===== config.mk =====
export PLATFORM = sky130hd
export DESIGN_NAME = arith94_invariant_monitor
export DESIGN_NICKNAME = d
export VERILOG_FILES = /design/src/rtl/arith94_pkg.sv /design/src/rtl/arith94_prop_eval.sv /design/src/rtl/arith94_invariant_monitor.sv
export SDC_FILE = /design/constraint.sdc
export NUM_CORES = 1
export LEC_CHECK = 0
export ABC_AREA = 1
export CORE_ASPECT_RATIO = 1.5
export CORE_MARGIN = 2
export CORE_UTILIZATION = 49
export DETAILED_ROUTE_END_ITERATION = 12
export PLACE_DENSITY = 0.84
export REMOVE_ABC_BUFFERS = 1
export SLEW_MARGIN = 20
export SYNTH_ARGS = -nofsm -noshare
export SYNTH_HDL_FRONTEND = slang
export SYNTH_SLANG_ARGS = --single-unit

===== constraint.sdc =====
create_clock -name clk -period 3.3 [get_ports clk]
set_clock_uncertainty 0.15 [all_clocks]
set_input_delay 0.66 -clock clk [delete_from_list [all_inputs] [get_ports clk]]
set_output_delay 0.66 -clock clk [all_outputs]
set_load 0.02 [all_outputs]

===== src/rtl/arith94_pkg.sv =====
// Shared definitions for the arith94 invariant monitor: FSM encoding,
// property bit positions and default widths.
package arith94_pkg;

  localparam int W_DEF  = 13;
  localparam int CW_DEF = 16;
  localparam int NPROP  = 4;

  localparam int P_MONO  = 0;
  localparam int P_ACC   = 1;
  localparam int P_CONST = 2;
  localparam int P_BOUND = 3;

  typedef enum logic [1:0] {
    ST_IDLE   = 2'd0,
    ST_ARMED  = 2'd1,
    ST_FAILED = 2'd2
  } state_e;

endpackage


===== src/rtl/arith94_prop_eval.sv =====
// Combinational evaluation of the four loop invariants on the current
// sample against the previous one; only the bound check runs without history.
module arith94_prop_eval
  import arith94_pkg::*;
#(
  parameter int W = W_DEF
) (
  input  logic             has_prev,
  input  logic [W-1:0]     i_now,
  input  logic [W-1:0]     j_now,
  input  logic [W-1:0]     k_now,
  input  logic [W-1:0]     n_now,
  input  logic [W-1:0]     i_prev,
  input  logic [W-1:0]     j_prev,
  input  logic [W-1:0]     k_prev,
  input  logic [W-1:0]     n_prev,
  output logic [NPROP-1:0] fail_vec
);

  logic [W-1:0] j_delta;
  logic [W:0]   n_plus_one;

  // One extra bit keeps n = 2^W-1 from wrapping the bound to zero.
  assign n_plus_one = {1'b0, n_now} + {{W{1'b0}}, 1'b1};
  assign j_delta    = j_now - j_prev;

  always_comb begin
    fail_vec = '0;
    fail_vec[P_BOUND] = ({1'b0, i_now} > n_plus_one);
    if (has_prev) begin
      fail_vec[P_MONO]  = (i_now < i_prev);
      fail_vec[P_ACC]   = (i_now != i_prev) && (j_delta != i_now);
      fail_vec[P_CONST] = (k_now != k_prev) || (n_now != n_prev);
    end
  end

endmodule


===== src/rtl/arith94_invariant_monitor.sv =====
// Passive checker beside the arith94 loop core: tracks the previous sample,
// records sticky violations and freezes the first failure's index and mask.
module arith94_invariant_monitor
  import arith94_pkg::*;
#(
  parameter int W     = W_DEF,
  parameter int CW    = CW_DEF,
  parameter int NPROP = arith94_pkg::NPROP
) (
  input  logic             clk,
  input  logic             rst,
  input  logic             sample_en,
  input  logic [W-1:0]     i,
  input  logic [W-1:0]     j,
  input  logic [W-1:0]     k,
  input  logic [W-1:0]     n,
  output logic [NPROP-1:0] viol,
  output logic [NPROP-1:0] first_mask,
  output logic [CW-1:0]    first_cycle,
  output logic [CW-1:0]    sample_cnt,
  output logic [1:0]       state,
  output logic [CW-1:0]    pass_run
);

  state_e           state_q, state_d;
  logic [W-1:0]     i_prev_q, i_prev_d, j_prev_q, j_prev_d;
  logic [W-1:0]     k_prev_q, k_prev_d, n_prev_q, n_prev_d;
  logic [NPROP-1:0] viol_q, viol_d, first_mask_q, first_mask_d;
  logic [CW-1:0]    first_cycle_q, first_cycle_d;
  logic [CW-1:0]    sample_cnt_q, sample_cnt_d;
  logic [CW-1:0]    pass_run_q, pass_run_d;
  logic [3:0]       fail_vec;
  logic [CW-1:0]    cnt_inc, run_inc;

  arith94_prop_eval #(.W(W)) u_prop_eval (
    .has_prev (state_q != ST_IDLE),
    .i_now    (i),
    .j_now    (j),
    .k_now    (k),
    .n_now    (n),
    .i_prev   (i_prev_q),
    .j_prev   (j_prev_q),
    .k_prev   (k_prev_q),
    .n_prev   (n_prev_q),
    .fail_vec (fail_vec)
  );

  // Counters hold at all-ones instead of wrapping.
  assign cnt_inc = (sample_cnt_q == '1) ? sample_cnt_q : sample_cnt_q + CW'(1);
  assign run_inc = (pass_run_q == '1) ? pass_run_q : pass_run_q + CW'(1);

  always_comb begin
    state_d       = state_q;
    i_prev_d      = i_prev_q;
    j_prev_d      = j_prev_q;
    k_prev_d      = k_prev_q;
    n_prev_d      = n_prev_q;
    viol_d        = viol_q;
    first_mask_d  = first_mask_q;
    first_cycle_d = first_cycle_q;
    sample_cnt_d  = sample_cnt_q;
    pass_run_d    = pass_run_q;
    if (sample_en) begin
      i_prev_d = i;
      j_prev_d = j;
      k_prev_d = k;
      n_prev_d = n;
      viol_d   = viol_q | fail_vec;
      case (state_q)
        ST_IDLE: begin
          sample_cnt_d = CW'(1);
          if (fail_vec != '0) begin
            first_mask_d  = fail_vec;
            first_cycle_d = sample_cnt_q;
            state_d       = ST_FAILED;
          end else begin
            state_d = ST_ARMED;
          end
        end
        ST_ARMED: begin
          sample_cnt_d = cnt_inc;
          if (fail_vec != '0) begin
            first_mask_d  = fail_vec;
            first_cycle_d = sample_cnt_q;
            pass_run_d    = '0;
            state_d       = ST_FAILED;
          end else begin
            pass_run_d = run_inc;
          end
        end
        default: begin
          sample_cnt_d = cnt_inc;
          pass_run_d   = (fail_vec != '0) ? '0 : run_inc;
        end
      endcase
    end
  end

  always_ff @(posedge clk) begin
    if (rst) begin
      state_q       <= ST_IDLE;
      i_prev_q      <= '0;
      j_prev_q      <= '0;
      k_prev_q      <= '0;
      n_prev_q      <= '0;
      viol_q        <= '0;
      first_mask_q  <= '0;
      first_cycle_q <= '0;
      sample_cnt_q  <= '0;
      pass_run_q    <= '0;
    end else begin
      state_q       <= state_d;
      i_prev_q      <= i_prev_d;
      j_prev_q      <= j_prev_d;
      k_prev_q      <= k_prev_d;
      n_prev_q      <= n_prev_d;
      viol_q        <= viol_d;
      first_mask_q  <= first_mask_d;
      first_cycle_q <= first_cycle_d;
      sample_cnt_q  <= sample_cnt_d;
      pass_run_q    <= pass_run_d;
    end
  end

  assign viol        = viol_q;
  assign first_mask  = first_mask_q;
  assign first_cycle = first_cycle_q;
  assign sample_cnt  = sample_cnt_q;
  assign state       = state_q;
  assign pass_run    = pass_run_q;

endmodule

## After elaboration in Yosys (flattened, before gate mapping)

Index checks and enable logic that the tools add are counted.

| word-level totals | value |
|---|---|
| bits in registers | 110 |
| logic and storage cells | 47 |
| input port bits | 55 |
| output and inout bits | 58 |

| cells by class | value |
|---|---|
| mux-type cells | 8 |
| bitwise logic cells | 2 |
| equal/unequal tests | 10 |
| add/subtract/negate cells | 4 |
| reduce and logical (&&, ||, !) cells | 11 |
| order comparisons | 2 |

Operators by type and width:

| cell | number |
|---|---|
| 16-bit two-way mux | 4 |
| 13-bit inequality test | 4 |
| 16-bit by 1-bit adder with 16-bit output (second input constant) | 2 |
| 16-bit equality test (second input constant) | 2 |
| 13-bit by 1-bit adder with 14-bit output (second input constant) | 1 |
| 13-bit by 14-bit > comparator with 1-bit output | 1 |
| 13-bit less-than comparator | 1 |
| 13-bit subtractor | 1 |
| 3-bit AND reduction | 3 |
| 2-bit two-way mux | 2 |
| 2-bit by 1-bit inequality test with 1-bit output (second input constant) | 2 |
| 4-bit bitwise OR | 1 |
| 2-bit case mux with 2 select lines | 1 |
| 2-bit nonzero test | 2 |
| 4-bit nonzero test | 1 |
| 3-bit two-way mux | 1 |
| 2-bit by 1-bit equality test with 1-bit output (second input constant) | 1 |
| 2-bit logical NOT | 1 |
| 2-bit inequality test (second input constant) | 1 |
| 2-bit AND reduction | 1 |
| 2-bit OR reduction | 1 |
| 1-bit logical AND | 1 |
| 1-bit logical OR | 1 |
| 1-bit NOT | 1 |

## Depth between registers and ports, before layout

Gate-level depths: netlist of the first run.

| depth | value |
|---|---|
| depth after elaboration | 7 |
| depth in mapped cells | 23 |
| mapped depth without buffers | 22 |

## Modules after synthesis

From an unflattened synthesis of the first run, not the netlist that was laid out.

| second synthesis, totals | value |
|---|---|
| cell total of the unflattened synthesis | 1055 |
| area, all modules | 6921.6 um^2 |

Modules (own cells, without submodules):

| module | area each (um^2) | seq. area each (um^2) | instances | cells each |
|---|---|---|---|---|
| arith94_invariant_monitor | 4763.3 | 2202.1 | 1 | 690 |
| arith94_prop_eval | 2158.3 | 0.0 | 1 | 365 |

## Worst setup path after synthesis of the first run

Ideal clock, no wire load.

| timing | value |
|---|---|
| path type | input port to flip-flop |
| from | input n[0] |
| to | register first_cycle_q[12] (netlist: first_cycle[12]) |
| data arrival time | 3.036 ns |
| data required time | 3.034 ns |
| setup slack | -0.002 ns |
| library setup time | 0.116 ns |
| stages on the path | 22 |
| path buffers | 2 |
| path through | ha_1 nand3_1 nor3_1 nand3_1 nor2_1 nand2_1 xor2_1 ha_1 nand2_1 inv_1 nand4_1 nor2_1 a21oi_1 nand2_2 nand2_4 nor2_8 nand2_2 nand2_2 buf_6 buf_6 o21ai_0 nor2_1 |

| between the ends | value |
|---|---|
| cells in the longest elaborated chain, start to end | 5 |
| elaborated cells on any way between the ends | 7 |
| those cells by class | add/sub: 1; order compare: 1; eq/ne: 1; mux: 1; reduce/logical: 3 |

RTL lines:

| what | RTL line | RTL |
|---|---|---|
| start, declared | arith94_invariant_monitor.sv:16 | `input logic [W-1:0] n,` |
| parallel branches: the longest is 3 deep, another holds 13-bit by 1-bit adder with 14-bit output | -- |  |
| 4-bit nonzero test (*) | arith94_invariant_monitor.sv:72, arith94_invariant_monitor.sv:82 |  |
| 3-bit AND reduction (no source line) (*) | -- |  |
| end signal, assigned | arith94_invariant_monitor.sv:119 | `first_cycle_q <= first_cycle_d;` |
| end, declared | arith94_invariant_monitor.sv:29 | `logic [CW-1:0] first_cycle_q, first_cycle_d;` |

Mark *: on every way between the ends.
A chain may end at the register's enable or synchronous reset.

## Worst setup path in the final report of the first run

| timing | value |
|---|---|
| from | input j[0] |
| to | register j_prev_q[0] |

RTL lines:

| what | RTL line | RTL |
|---|---|---|
| start, declared | arith94_invariant_monitor.sv:14 | `input logic [W-1:0] j,` |
| end signal, assigned | arith94_invariant_monitor.sv:114 | `j_prev_q <= j_prev_d;` |
| end, declared | arith94_invariant_monitor.sv:26 | `logic [W-1:0] i_prev_q, i_prev_d, j_prev_q, j_prev_d;` |

No word-level cell between the ends.

==> results of run 1 <==
kinds of logic after synthesis:
logic type | count (synthesis) | synth area share, %
compound gates | 175 | 13.6
xor+xnor | 56 | 7.26
fa+ha+maj | 42 | 7.89
buf+inv | 159 | 9.93
flops | 110 | 32.6
simple gates | 442 | 28.7
synth_stat cells (4+ instances only):
library cell	instances	area, um2
a21oi_1	77	385
a31oi_1	4	25.0
buf_6	8	90.1
clkbuf_1	22	82.6
dfxtp_1	110	2200
ha_1	41	513
inv_1	118	443
inv_2	4	15.0
nand2_1	163	612
nand2_2	6	37.5
nand3_1	80	400
nand4_1	14	87.6
nor2_1	141	529
nor2_2	5	31.3
nor3_1	14	70.1
o21ai_0	76	380
o21ai_1	5	25.0
or2_2	5	31.3
xnor2_1	26	228
xor2_1	30	263
layout by cell type (no fill, tap or decap), types with 4 or more instances in the layout:
cell,count
nand2_4,4
nand4_1,14
nand3_1,73
inv_2,6
buf_4,78
o21ai_0,63
nor2_2,11
nand3_2,9
nand2_2,4
nor3_2,4
nor3_1,11
xor2_1,29
a31oi_1,4
xnor2_1,25
ha_1,39
o21ai_1,17
nor2_1,134
nand2_1,161
buf_12,5
clkdlybuf4s50_1,103
or2_2,5
clkbuf_16,9
dfxtp_1,110
inv_1,115
a21oi_1,76
report_power, final:
part | internal, mW | total (mW) | switching, mW
Combinational | 0.521 | 1.15 | 0.633
Clock | 0.546 | 1.12 | 0.573
Sequential | 1.43 | 1.51 | 0.0821
Total | 2.50 | 3.79 | 1.29
what timing repair did:
action                                  4_1_cts  5_1_grt
endpoints found under the setup margin       38       39
resized for setup                            40       37
pin swaps                                    22       24
buffers inserted                             27        3
gates cloned                                  1        0
hold endpoints to repair                      0        0
how the worst min path moves through the flow:
stage                             from            to  slack [ns]  cells after the start
after global routing       i_prev_q[9]   i_prev_q[9]        0.32                      2
final                     j_prev_q[11]  j_prev_q[11]        0.31                      2
after detailed placement  j_prev_q[11]  j_prev_q[11]        0.30                      2
after global placement     i_prev_q[8]   i_prev_q[8]        0.29                      2
after floorplan            i_prev_q[8]   i_prev_q[8]        0.29                      2
after CTS                 j_prev_q[11]  j_prev_q[11]        0.32                      2
state kept, by name, indices dropped and copies added, names as in the netlist:
signal and count:
pass_run 16, j_prev_q 13, sample_cnt 16, first_cycle 16, k_prev_q 13, viol 4
i_prev_q 13, n_prev_q 13, first_mask 4, state 2
per-stage QoR:
stage / utilization [%] / area (um2) / power (mW) / TNS, ns
floorplan: - / 6550 / 2.16 / -4.60
global placement: 61.9 / 8340 / 2.59 / -21.36
detailed placement: 61.9 / 8340 / 2.62 / -26.51
CTS: 66.3 / 8930 / 3.79 / -0.0390
global route: 67.0 / 9030 / 4.00 / -0.131
finish: 67.0 / 9030 / 3.79 / 0
critical path, stage by stage:
cell and delay, ns:
dlygate4sd2_1 0.20, inv_1 0.06, buf_4 0.13, buf_4 0.12
buf_4 0.12, buf_4 0.12, buf_4 0.12, buf_4 0.11
buf_4 0.12, buf_4 0.12, buf_4 0.12, buf_4 0.12
buf_4 0.12, buf_4 0.12, buf_4 0.12, buf_4 0.12
buf_4 0.12, buf_4 0.12, buf_4 0.12, buf_4 0.12
buf_4 0.12, a21oi_1 0.13
area by class of cell:
class | instances | area, um2 | share of cell area (%)
sequential | 110 | 2200 | 24.4
clock buffer | 9 | 225 | 2.49
clock inverter | 7 | 85.1 | 0.942
multi-input combinational | 715 | 4050 | 44.8
tap | 162 | 203 | 2.25
timing repair buffer | 194 | 1800 | 19.9
inverter | 124 | 470 | 5.21
layer usage:
metal | global-route usage, % | up-vias
li1 | - | 3534
met1 | 26.2 | 3250
met2 | 48.0 | 168
met3 | 4.21 | 47
met4 | 9.32 | 0
met5 | 0 | -
==> flow_summary.json, run 1 <==
{
  "worstPathRequired_ns": 3.44,
  "drive_gt1_share_pct": 13.9,
  "grt-ovfl-total": 0,
  "ios": 113,
  "synthArstFlopShare_pct": 0,
  "die_x_um": 99.9,
  "rr_endpoint": "pass_run[1]",
  "viasPerCell": 5.30,
  "post-place-cells": 1276,
  "reg2reg_depth": 17,
  "worstHoldPathType": "flip-flop to flip-flop",
  "grt_use_total_pct": 24.8,
  "die-area_um2": 14800,
  "num_rows": 52,
  "timing.max_cap.violations": 0,
  "ant_nets": 0,
  "hpwl_um": 13000,
  "ys_types": 39,
  "hold_violations": 0,
  "antenna_found_initial": 0,
  "cts-htree-levels": 3,
  "hold_buffers": 0,
  "grt_pass1_vias": 6779,
  "syn_to_final_growth_pct": 33.7,
  "fmax_ghz": 0.315,
  "drtIter0Drc": 203,
  "synth.avg_cell_area_um2": 6.86,
  "ys_ff_latch": 110,
  "synth_edf_count": 0,
  "drtPass1Iterations": 5,
  "synth-seq-area-share_pct": 32.6,
  "outcome": "finished, final reports clean",
  "worst-setup-path-type": "primary input to flip-flop",
  "worstMarginPinSlew_ns": 0.517,
  "worstPathArrival_ns": 3.32,
  "vias": 6999,
  "wirelength_um": 18300,
  "clk_latency_ns": 0.35,
  "grt_max_degree": 65,
  "synth_cells": 984,
  "drc": 0,
  "ir_worst_vdd_mv": 0.279,
  "cp-start-kind": "primary input",
  "diodes": 0,
  "path_clk_slew_ns": 0.09,
  "reg2reg_from": "j_prev_q[0]",
  "ctsLongestPathBuffers": 2,
  "clockRootBuffer": "clkbuf_16",
  "hold_ws_ns": 0.311,
  "endpoint_kind": "flip-flop",
  "start_util_pct": 50.1,
  "fin_ws_ns": 0.124,
  "cts.sinks": 110,
  "crit_start": "j[0]",
  "m1WireLength_um": 7130,
  "die_h_um": 148,
  "drv_slew": 0,
  "reg2reg_slack_ns": 0.48,
  "place_congestion": 0.955,
  "critPathCapture": "j_prev_q[0]",
  "grt_first_pass_wirelength_um": 30200,
  "io_buffer_count": 112,
  "syn-cell-area_um2": 6750,
  "finalSetupViolCount": 0,
  "wl_met3_um": 854,
  "preCtsSetupSlack_ns": -0.770,
  "period_share_pct": 96.2,
  "yosys_warnings": 0,
  "finalNonFillerCells": 1321,
  "coreArea_um2": 13500,
  "post-route-min-period_ns": 3.18,
  "p_per_area_nw_per_um2": 419,
  "top_layer_used": "met4",
  "relSlewSlack_pct": 65.4,
  "final_nets": 1251,
  "wl_met2_um": 9830,
  "wl_per_cell_um": 13.9,
  "path_max_fanout": 2,
  "nFillCells": 1121,
  "leakage_nw": 4.04,
  "ys.flop_type": "dfxtp_1",
  "cts_tree": "built",
  "cts_buffers": 9
}
No activity file was read; power rests on OpenSTA's default activity.
==> run 2: changes to the inputs <==
--- a/config.mk
+++ b/config.mk
@@ -6,6 +6,7 @@
 export NUM_CORES = 1
 export LEC_CHECK = 0
 export ABC_AREA = 1
+export CAP_MARGIN = 20
 export CORE_ASPECT_RATIO = 1.5
 export CORE_MARGIN = 2
 export CORE_UTILIZATION = 49
@@ -15,4 +16,5 @@
 export SLEW_MARGIN = 20
 export SYNTH_ARGS = -nofsm -noshare
 export SYNTH_HDL_FRONTEND = slang
+export SYNTH_HIERARCHICAL = 1
 export SYNTH_SLANG_ARGS = --single-unit
==> flow_summary.json, run 2 <==
{
  "outcome": "finished, final reports clean",
  "preCtsSetupSlack_ns": -1.00,
  "clk_latency_ns": 0.36,
  "worstHoldPathType": "flip-flop to flip-flop",
  "worstMarginPinSlew_ns": 0.623,
  "cts.sinks": 110,
  "coreArea_um2": 13900,
  "ys_top_cells_by_area": "dfxtp_1 (32%), nor2_1 (12%), nand2_1 (12%), ha_1 (7.4%), inv_1 (6.4%)",
  "hold_start": "first_mask[2]",
  "grt_max_degree": 54,
  "power.internal_mw": 2.59,
  "start_util_pct": 49.7,
  "fmax_ghz": 0.308,
  "syn-cell-area_um2": 6920,
  "cp-start-kind": "primary input",
  "reg2reg_from": "j_prev_q[0]",
  "io_buffer_count": 112,
  "ant_nets": 0,
  "path_clk_slew_ns": 0.08,
  "syn_to_final_growth_pct": 37.4,
  "grt_setup_unrepaired": "yes",
  "worstPathCellList": "buf_12 > inv_4 > nor3_4 > nand3_2 > nor2_2 > nand2_2 > nor2_4 > xnor2_2 > ha_1 > nand2_1 > nor2_1 > a211o_1 > a21oi_2 > a21oi_2 > nor2_2 > nand2_2 > buf_6 > nor3_1 > nand3_1 > a21oi_2",
  "die_x_um": 101,
  "synthArstFlopShare_pct": 0,
  "ys_ff_latch": 110,
  "worstPathArrival_ns": 3.40,
  "hpwl_um": 13700,
  "ir_worst_vdd_mv": 0.266,
  "mostFrequentLayoutCells": "nand2_1 (208), nor2_1 (207), inv_1 (111)",
  "synthTopCellsByCount": "nor2_1 (218), nand2_1 (215), inv_1 (118), dfxtp_1 (110), o21ai_0 (87)",
  "ys_types": 43,
  "worst-setup-path-type": "primary input to flip-flop",
  "worstHoldPathCells": 2,
  "grt_pass1_vias": 7033,
  "hold_buffers": 0,
  "p_per_area_nw_per_um2": 408,
  "vias": 7453,
  "leakage_nw": 4.19,
  "ctsLongestPathBuffers": 2,
  "yosysMostFrequentCell": "nor2_1",
  "p_total_mw": 3.88,
  "hold_ws_ns": 0.313,
  "drtIter0Drc": 354,
  "crit_top_cell": "a21oi_2",
  "synth.avg_cell_area_um2": 6.56,
  "wirelength_um": 20700,
  "p_switching_mw": 1.30,
  "synth_cells": 1055,
  "slowest_delay_ns": 0.28,
  "cts_buffers": 9,
  "relSlewSlack_pct": 58.5,
  "drv_slew": 0,
  "cts-htree-levels": 3,
  "grt_use_total_pct": 26.5,
  "grt_first_pass_wirelength_um": 32300,
  "fin_ws_ns": 0.0501,
  "worstPathRequired_ns": 3.45,
  "seqPwrFrac_pct": 38.7,
  "viasPerCell": 5.32,
  "ys.flop_type": "dfxtp_1",
  "rr_endpoint": "pass_run[2]",
  "endpoint_kind": "flip-flop",
  "final_util_pct": 68.3,
  "slowest_stage": "a211o_1",
  "ios": 113,
  "period_share_pct": 98.5,
  "synth_top_area_share_pct": 31.8,
  "synth-seq-area-share_pct": 31.8,
  "timing.max_cap.violations": 0,
  "reg2reg_slack_ns": 0.17,
  "die_h_um": 150,
  "die-area_um2": 15100,
  "cts_tree": "built",
  "min_to": "first_mask[2]",
  "final_nets": 1327,
  "hold_violations": 0,
  "synth_edf_count": 0,
  "wl_per_cell_um": 14.8,
  "place_congestion": 0.941,
  "antenna_found_initial": 1,
  "reg2reg_depth": 18,
  "yosys_warnings": 6,
  "num_rows": 53,
  "post-route-min-period_ns": 3.25,
  "p_comb_share_pct": 30.5,
  "drtPass1Iterations": 5,
  "clockRootBuffer": "clkbuf_16",
  "yosysTopAreaCell": "dfxtp_1",
  "finalSetupViolCount": 0,
  "grt-ovfl-total": 0,
  "drc": 0,
  "clkPwrFrac_pct": 30.8,
  "drive_gt1_share_pct": 16.6,
  "layout_commonest_cell": "nand2_1",
  "switching_share_pct": 33.4,
  "path_max_fanout": 7
}
## run 2: layout make-up
cell class | count | area (um2)
multi-input combinational | 788 | 4430
fill | 1100 | 4420
sequential | 110 | 2200
timing repair buffer | 196 | 1860
inverter | 125 | 485
clock buffer | 9 | 225
tap | 165 | 206
clock inverter | 7 | 96.3
antenna | 1 | 2.50
## run 2: routing by layer
layer  share of wire (%)  global-route usage [%]
met5                   0                       0
met4                 3.2                    13.6
met3                 5.9                    4.25
met2                  52                    48.3
met1                  38                    28.9
## run 2: kinds of logic (layout without fill, tap and decap cells)
family	Yosys count	after routing	synth area share [%]
and+or+nand+nor	545	546	33.8
buffers and inverters	158	337	9.09
AOI/OAI and AO/OA	153	153	11.6
DFF	110	110	31.8
xor gates and xnor gates	47	47	5.95
adders and majority gates	42	42	7.70
other	0	1	0
## run 2: what timing repair did
item	in CTS	in global routing
gates resized for setup	86	65
setup endpoints to repair	38	38
gates cloned	3	0
buffers inserted	5	1
pin swaps	30	28
## run 2: worst max-delay path by stage
stage	startpoint	end	slack [ns]
detailed placement	n[0]	pass_run[12]	-1.00
global placement	n[0]	pass_run[12]	-0.93
finish	n[2]	pass_run[2]	0.05
global route	n[2]	pass_run[11]	-0.12
CTS	j[6]	pass_run[11]	0.03
floorplan	n[0]	pass_run[15]	-0.27
## run 2: power groups by stage
stage	registers, mW	logic [mW]	clock network [mW]
floorplan	1.58	0.505	0
global placement	1.52	1.01	0
detailed placement	1.52	1.03	0
CTS	1.50	1.12	1.22
global route	1.51	1.30	1.25
finish	1.50	1.18	1.20
## run 2: stage by stage
step                      std cells  setup TNS (ns)  instance area [um2]
after floorplan                1022           -6.36                 6760
after global placement         1375          -30.71                 8680
after detailed placement       1375          -33.54                 8680
after CTS                      1399               0                 9260
after global routing           1401           -2.94                 9510
final                          1401               0                 9510
## run 2: worst max-delay path: cells and delay by family
kind | cells | cell delay (ns)
and+or+nand+nor | 11 | 1.37
buffers and inverters | 3 | 0.28
xor gates and xnor gates | 1 | 0.14
adders and majority gates | 1 | 0.27
AOI/OAI and AO/OA | 4 | 0.67
==> run 3: changes to the inputs <==
--- a/config.mk
+++ b/config.mk
@@ -11,6 +11,7 @@
 export CORE_MARGIN = 2
 export CORE_UTILIZATION = 49
 export DETAILED_ROUTE_END_ITERATION = 12
+export HOLD_SLACK_MARGIN = 0.08
 export PLACE_DENSITY = 0.84
 export REMOVE_ABC_BUFFERS = 1
 export SLEW_MARGIN = 20
==> results of run 3 <==
Final layout, timing and power as in run 2 (identical DEF).
==> RTL change 1, RTL diff (config.mk and constraints of run 2) <==
Set the package constant `W_DEF` to 11 (it was 13).
--- a/src/rtl/arith94_pkg.sv
+++ b/src/rtl/arith94_pkg.sv
@@ -2,7 +2,7 @@
 // property bit positions and default widths.
 package arith94_pkg;
 
-  localparam int W_DEF  = 13;
+  localparam int W_DEF  = 11;
   localparam int CW_DEF = 16;
   localparam int NPROP  = 4;
 
Interface: changed (resized i, j, k and n); port bits go from 113 to 105. No check against the original RTL was run, so the function may have changed too.
==> RTL change 1 against run 2 <==
- power fell by 6.2%
- worst hold slack got worse by 1.0 ps
- largest power group unchanged
- global-route usage rose by 0.58 points
- routed wire length fell by 6.7%
- largest cell class unchanged
- setup slack got worse by 30 ps
- sequential cell count fell by 8
- synthesized cell count fell by 7.6%
- final area fell by 7.6%
- utilization rose by 1.9 points
- via count fell by 7.2%
- synthesized area fell by 9.4%
- fmax fell by 0.90%
==> RTL change 1: results (changes against run 2) <==
POWER
--------------------------------------------------------------------------------
Cell Pwr Density ..................................................  415 nW/um^2   +1.6%
Leakage ...........................................................      3.95 nW   -5.6%
Highest ir drop seen on vdd .......................................       331 uV   +24%

SYNTH
--------------------------------------------------------------------------------
Compound-Gate Fraction of Synth Area ..............................        0.123   +0.00682
Xor and xnor fraction of the mapped netlist area ..................       0.0391   -0.0204
Per-instance average area after synthesis .........................    6.43 um^2   -1.9%

SETUP PATH
--------------------------------------------------------------------------------
Cell with the biggest individual delay on the critical path ....... clkdlybuf4s50_1
Worst setup slack for register-to-register paths ..................       310 ps   +140 ps
CP startpoint .....................................................         i[4]
Largest fanout on the critical path ...............................            4   -3
Endpoint of the worst register-to-register path ...................  pass_run[8]
Delay of the slowest cell on the worst path .......................       480 ps   +200 ps
Data arrival time at the worst-slack endpoint .....................      3420 ps   +20 ps

GRT
--------------------------------------------------------------------------------
Wire length of the first global-routing pass ......................     29600 um   -8.3%
Global-route usage over all layers ................................        0.270   +0.00579
Met1 track demand over resource in global routing .................        0.291   +0.00245
Pin count of the biggest net entering global routing ..............           56   +3.7%
Vias in the first global route ....................................         6600   -6.2%
Met3 Use GR .......................................................       0.0524   +0.00993
Met2 Use GR .......................................................        0.501   +0.0180
Number of antenna violations at the first check in global routing .            0   -1

DETAILED ROUTING
--------------------------------------------------------------------------------
Met3 wirelength from detailed routing .............................      1200 um   -1.6%
Drt initial violations ............................................          320   -9.6%
Wl on met1 ........................................................      7440 um   -6.5%
Routed via count ..................................................         6917   -7.2%

FINAL LAYOUT
--------------------------------------------------------------------------------
Share of layout cells above drive strength 1 ......................        0.177   +0.0109
Finished Layout Cells .............................................         1309   -6.6%

CTS
--------------------------------------------------------------------------------
Post-CTS setup buffer count .......................................            6   +1

PLACED DESIGN
--------------------------------------------------------------------------------
Placed wire-length estimate after detailed placement ..............     12800 um   -7.0%
Last weighted congestion value of the routability-driven placer ...        0.920   -2.2%
Placed cell area ..................................................    7990 um^2   -7.9%

OUTCOME
--------------------------------------------------------------------------------
Run status ........................................................ finished, final reports clean

WORST HOLD PATH
--------------------------------------------------------------------------------
Hold-critical path endpoint ....................................... first_mask[0]
Startpoint of the worst hold path ................................. first_mask[0]

STA
--------------------------------------------------------------------------------
Worst setup margin ................................................      20.5 ps   -29.7 ps
Actual slew at the worst max-slew pin .............................       599 ps   -23.8 ps

==> RTL change 1: changes by cell type in the layout (fill, tap and decap cells not counted), sizes merged, moves of 4 or more <==
cell           change
nand3              -4
ha                 -6
o21ai              -5
nand2             -15
clkdlybuf4s50     -11
nand4              -6
a21oi              -5
or2                +6
dfxtp              -8
nor2              -18
xnor2             -17
==> RTL change 1: area by class of cell <==
cell class,count,area share
Sequential cell,102,0.233
Multi-Input combinational cell,718,0.455
Inverter,126,0.0544
Clock inverter,7,0.0101
Clock buffer,9,0.0256
Timing Repair Buffer,191,0.200
Tap cell,156,0.0222
==> RTL change 1: power by group through the flow <==
stage	Sequential, mW	Clock, mW	Combinational (mW)
4_1_cts	1.39	1.17	1.02
3_5_place_dp	1.41	0	0.955
6_report	1.39	1.15	1.10
2_1_floorplan	1.47	0	0.453
3_3_place_gp	1.41	0	0.939
5_1_grt	1.40	1.22	1.20
==> RTL change 2, RTL diff (settings of run 2) <==
Without the edit above. Add an input register stage for `i`, with the module's reset; this delays it by one clock. The other inputs are not delayed to match.
--- a/src/rtl/arith94_invariant_monitor.sv
+++ b/src/rtl/arith94_invariant_monitor.sv
@@ -22,6 +22,16 @@
   output logic [CW-1:0]    pass_run
 );
 
+  logic [W-1:0] i_q;
+
+  always_ff @(posedge clk) begin
+    if (rst) begin
+      i_q <= '0;
+    end else begin
+      i_q <= i;
+    end
+  end
+
   state_e           state_q, state_d;
   logic [W-1:0]     i_prev_q, i_prev_d, j_prev_q, j_prev_d;
   logic [W-1:0]     k_prev_q, k_prev_d, n_prev_q, n_prev_d;
@@ -34,7 +44,7 @@
 
   arith94_prop_eval #(.W(W)) u_prop_eval (
     .has_prev (state_q != ST_IDLE),
-    .i_now    (i),
+    .i_now    (i_q),
     .j_now    (j),
     .k_now    (k),
     .n_now    (n),
@@ -61,7 +71,7 @@
     sample_cnt_d  = sample_cnt_q;
     pass_run_d    = pass_run_q;
     if (sample_en) begin
-      i_prev_d = i;
+      i_prev_d = i_q;
       j_prev_d = j;
       k_prev_d = k;
       n_prev_d = n;
Function: changed (Yosys sat finds a counterexample within 4 cycles, from zero or initial values and one cycle with rst high).
==> RTL change 2 against run 2 <==
- fmax up 0.39%
- power up 25%
- sequential cell count up 13
- register-to-register slack better by 40 ps
- setup slack better by 12 ps
- non-clock buffer count down 19
- synthesized area up 5.0%
- routed wire length up 7.3%
- global-route usage up 1.3 points
- final area up 4.7%
- count of clock-buffer cells in the layout up 14
==> RTL change 2: results (changes against run 2) <==
OUTCOME
-------------------------------------------------------------------------------------
Run status ............................................................. finished, final reports clean

CTS
-------------------------------------------------------------------------------------
Quantity of hold-fixing buffers added after cts ........................            0   unchanged
Number of H-tree branching levels ......................................            4   +1
TritonCTS Buffers ......................................................           17   +8
Clock-pin slew of the registers on the worst-case setup and hold paths .        60 ps   -20 ps
Maximum buffer depth of the clock tree .................................            2   unchanged
CTS Root Cell ..........................................................    clkbuf_16
Clock Latency Late Sink ................................................       420 ps   +60 ps

GRT
-------------------------------------------------------------------------------------
Number of antenna violations at the first check in global routing ......            0   -1
Wire length of the first global-routing pass ...........................     34700 um   +7.3%
Pin count of the biggest net entering global routing ...................           74   +37%
Vias in the first global route .........................................         7848   +12%
Global-route usage over all layers .....................................        0.277   +0.0127

PLACED DESIGN
-------------------------------------------------------------------------------------
Pre-CTS worst setup slack ..............................................     -1020 ps   -17.6 ps
Last weighted congestion value of the routability-driven placer ........        0.896   -4.7%
Placed cell area .......................................................    8910 um^2   +2.7%
Count of placed standard cells including taps ..........................         1421   +3.3%
Placed wire-length estimate after detailed placement ...................     14600 um   +6.6%
Number of buffers added on ports .......................................          112   unchanged

DETAILED ROUTING
-------------------------------------------------------------------------------------
Drt initial violations .................................................          421   +19%
Wire per inst ..........................................................      15.2 um   +2.9%
Length of the first detailed-routing pass in iterations ................            8   +3
Vias per Instance ......................................................         5.34   +0.37%
Wire length reported by the detailed router ............................     22200 um   +7.3%

SETUP PATH
-------------------------------------------------------------------------------------
Delay of the slowest cell on the worst path ............................       310 ps   +30 ps
Data arrival time at the worst-slack endpoint ..........................      3440 ps   +40 ps
Kind of cell adding the most delay to the critical path ................ simple AND/OR/NAND/NOR gates
Largest fanout on the critical path ....................................            7   unchanged
Cell with the biggest individual delay on the critical path ............         ha_1

POWER
-------------------------------------------------------------------------------------
Leakage ................................................................      4.39 nW   +5.0%
P_int ..................................................................      3.43 mW   +33%
Highest ir drop seen on vdd ............................................       330 uV   +24%

SYNTH
-------------------------------------------------------------------------------------
Post-synthesis async set-or-reset flop share ...........................            0   unchanged
Distinct cells, synth ..................................................           42   -2.3%
Warnings from Yosys ....................................................            6   unchanged
Per-instance average area after synthesis ..............................    6.66 um^2   +1.5%
Cells taking the most area after synthesis ............................. dfxtp_1 (34%), nor2_1 (12%), nand2_1 (11%)
Synth top cells by count ............................................... nor2_1 (229), nand2_1 (208), inv_1 (132), dfxtp_1 (123), o21ai_0 (87)
Fraction of the yosys area taken by sequential cells ...................        0.339   +0.0207

STA
-------------------------------------------------------------------------------------
Relative slew margins ..................................................        0.555   -0.0299
Number of setup violations in the final report .........................            0   unchanged

FINAL LAYOUT
-------------------------------------------------------------------------------------
Antenna cell count .....................................................            0   -1
Share of layout cells above drive strength 1 ...........................        0.146   -0.0197
Filler cells ...........................................................         1140   +3.6%

WORST HOLD PATH
-------------------------------------------------------------------------------------
Worst hold-check path type .............................................      reg2reg

-- RTL change 2: worst min-delay path, delay by kind of cell (launching register included) --
| kind | cells | cell delay, ps |
|---|---|---|
| flops | 1 | 300 |
| compound gates | 1 | 50 |
| simple gates | 1 | 60 |
-- RTL change 2: power by group through the flow --
stage | sequential [mW] | combinational [mW] | clock (mW)
after floorplan | 1.77 | 0.537 | 0
after global placement | 1.72 | 1.05 | 0
after detailed placement | 1.72 | 1.08 | 0
after CTS | 1.70 | 1.14 | 1.95
after global routing | 1.71 | 1.34 | 2.02
final | 1.70 | 1.23 | 1.94
-- RTL change 2: cell type report --
cell class	count	area share
clock inverter	6	0.0112
tap	196	0.0246
sequential	123	0.247
clock buffer	23	0.0500
multi-input combinational	797	0.443
timing repair buffer	177	0.170
inverter	139	0.0538
-- RTL change 2: logic make-up after synthesis --
| logic type | share of synthesized area |
|---|---|
| flops | 0.339 |
| compound gates | 0.113 |
| buf+inv | 0.0926 |
| simple gates | 0.325 |
| fa+ha+maj | 0.0733 |
| xor+xnor | 0.0566 |
-- RTL change 2: what timing repair did --
action                     CTS  global route
setup endpoints to repair   38            38
resized for setup           56            72
hold endpoints to repair     0             0
cloned                       2             2
pin swaps                   16            41
buffers inserted             4             4
-- RTL change 2: worst paths after layout --
path	from	to	slack (ps)	cells after the start
min	first_mask[1]	first_mask[1]	310	2
max	n[5]	first_cycle[11]	60	19
max reg2reg	j_prev_q[0]	pass_run[7]	210	21
min reg2reg	first_mask[1]	first_mask[1]	310	2
-- RTL change 2: through the flow --
| step | hold slack, ps | utilization |
|---|---|---|
| 3_3_place_gp | 298 | 0.614 |
| 5_1_grt | 326 | 0.686 |
| 2_1_floorplan | 313 | - |
| 6_report | 308 | 0.686 |
| 3_5_place_dp | 302 | 0.614 |
| 4_1_cts | 308 | 0.667 |
-- RTL change 2: per-layer routing --
layer	global-route usage	routed length, um	vias up
met5	0	0	-
met3	0.0718	1380	84
met1	0.278	8080	3625
li1	-	-	3800
met2	0.498	11800	292
met4	0.159	953	0
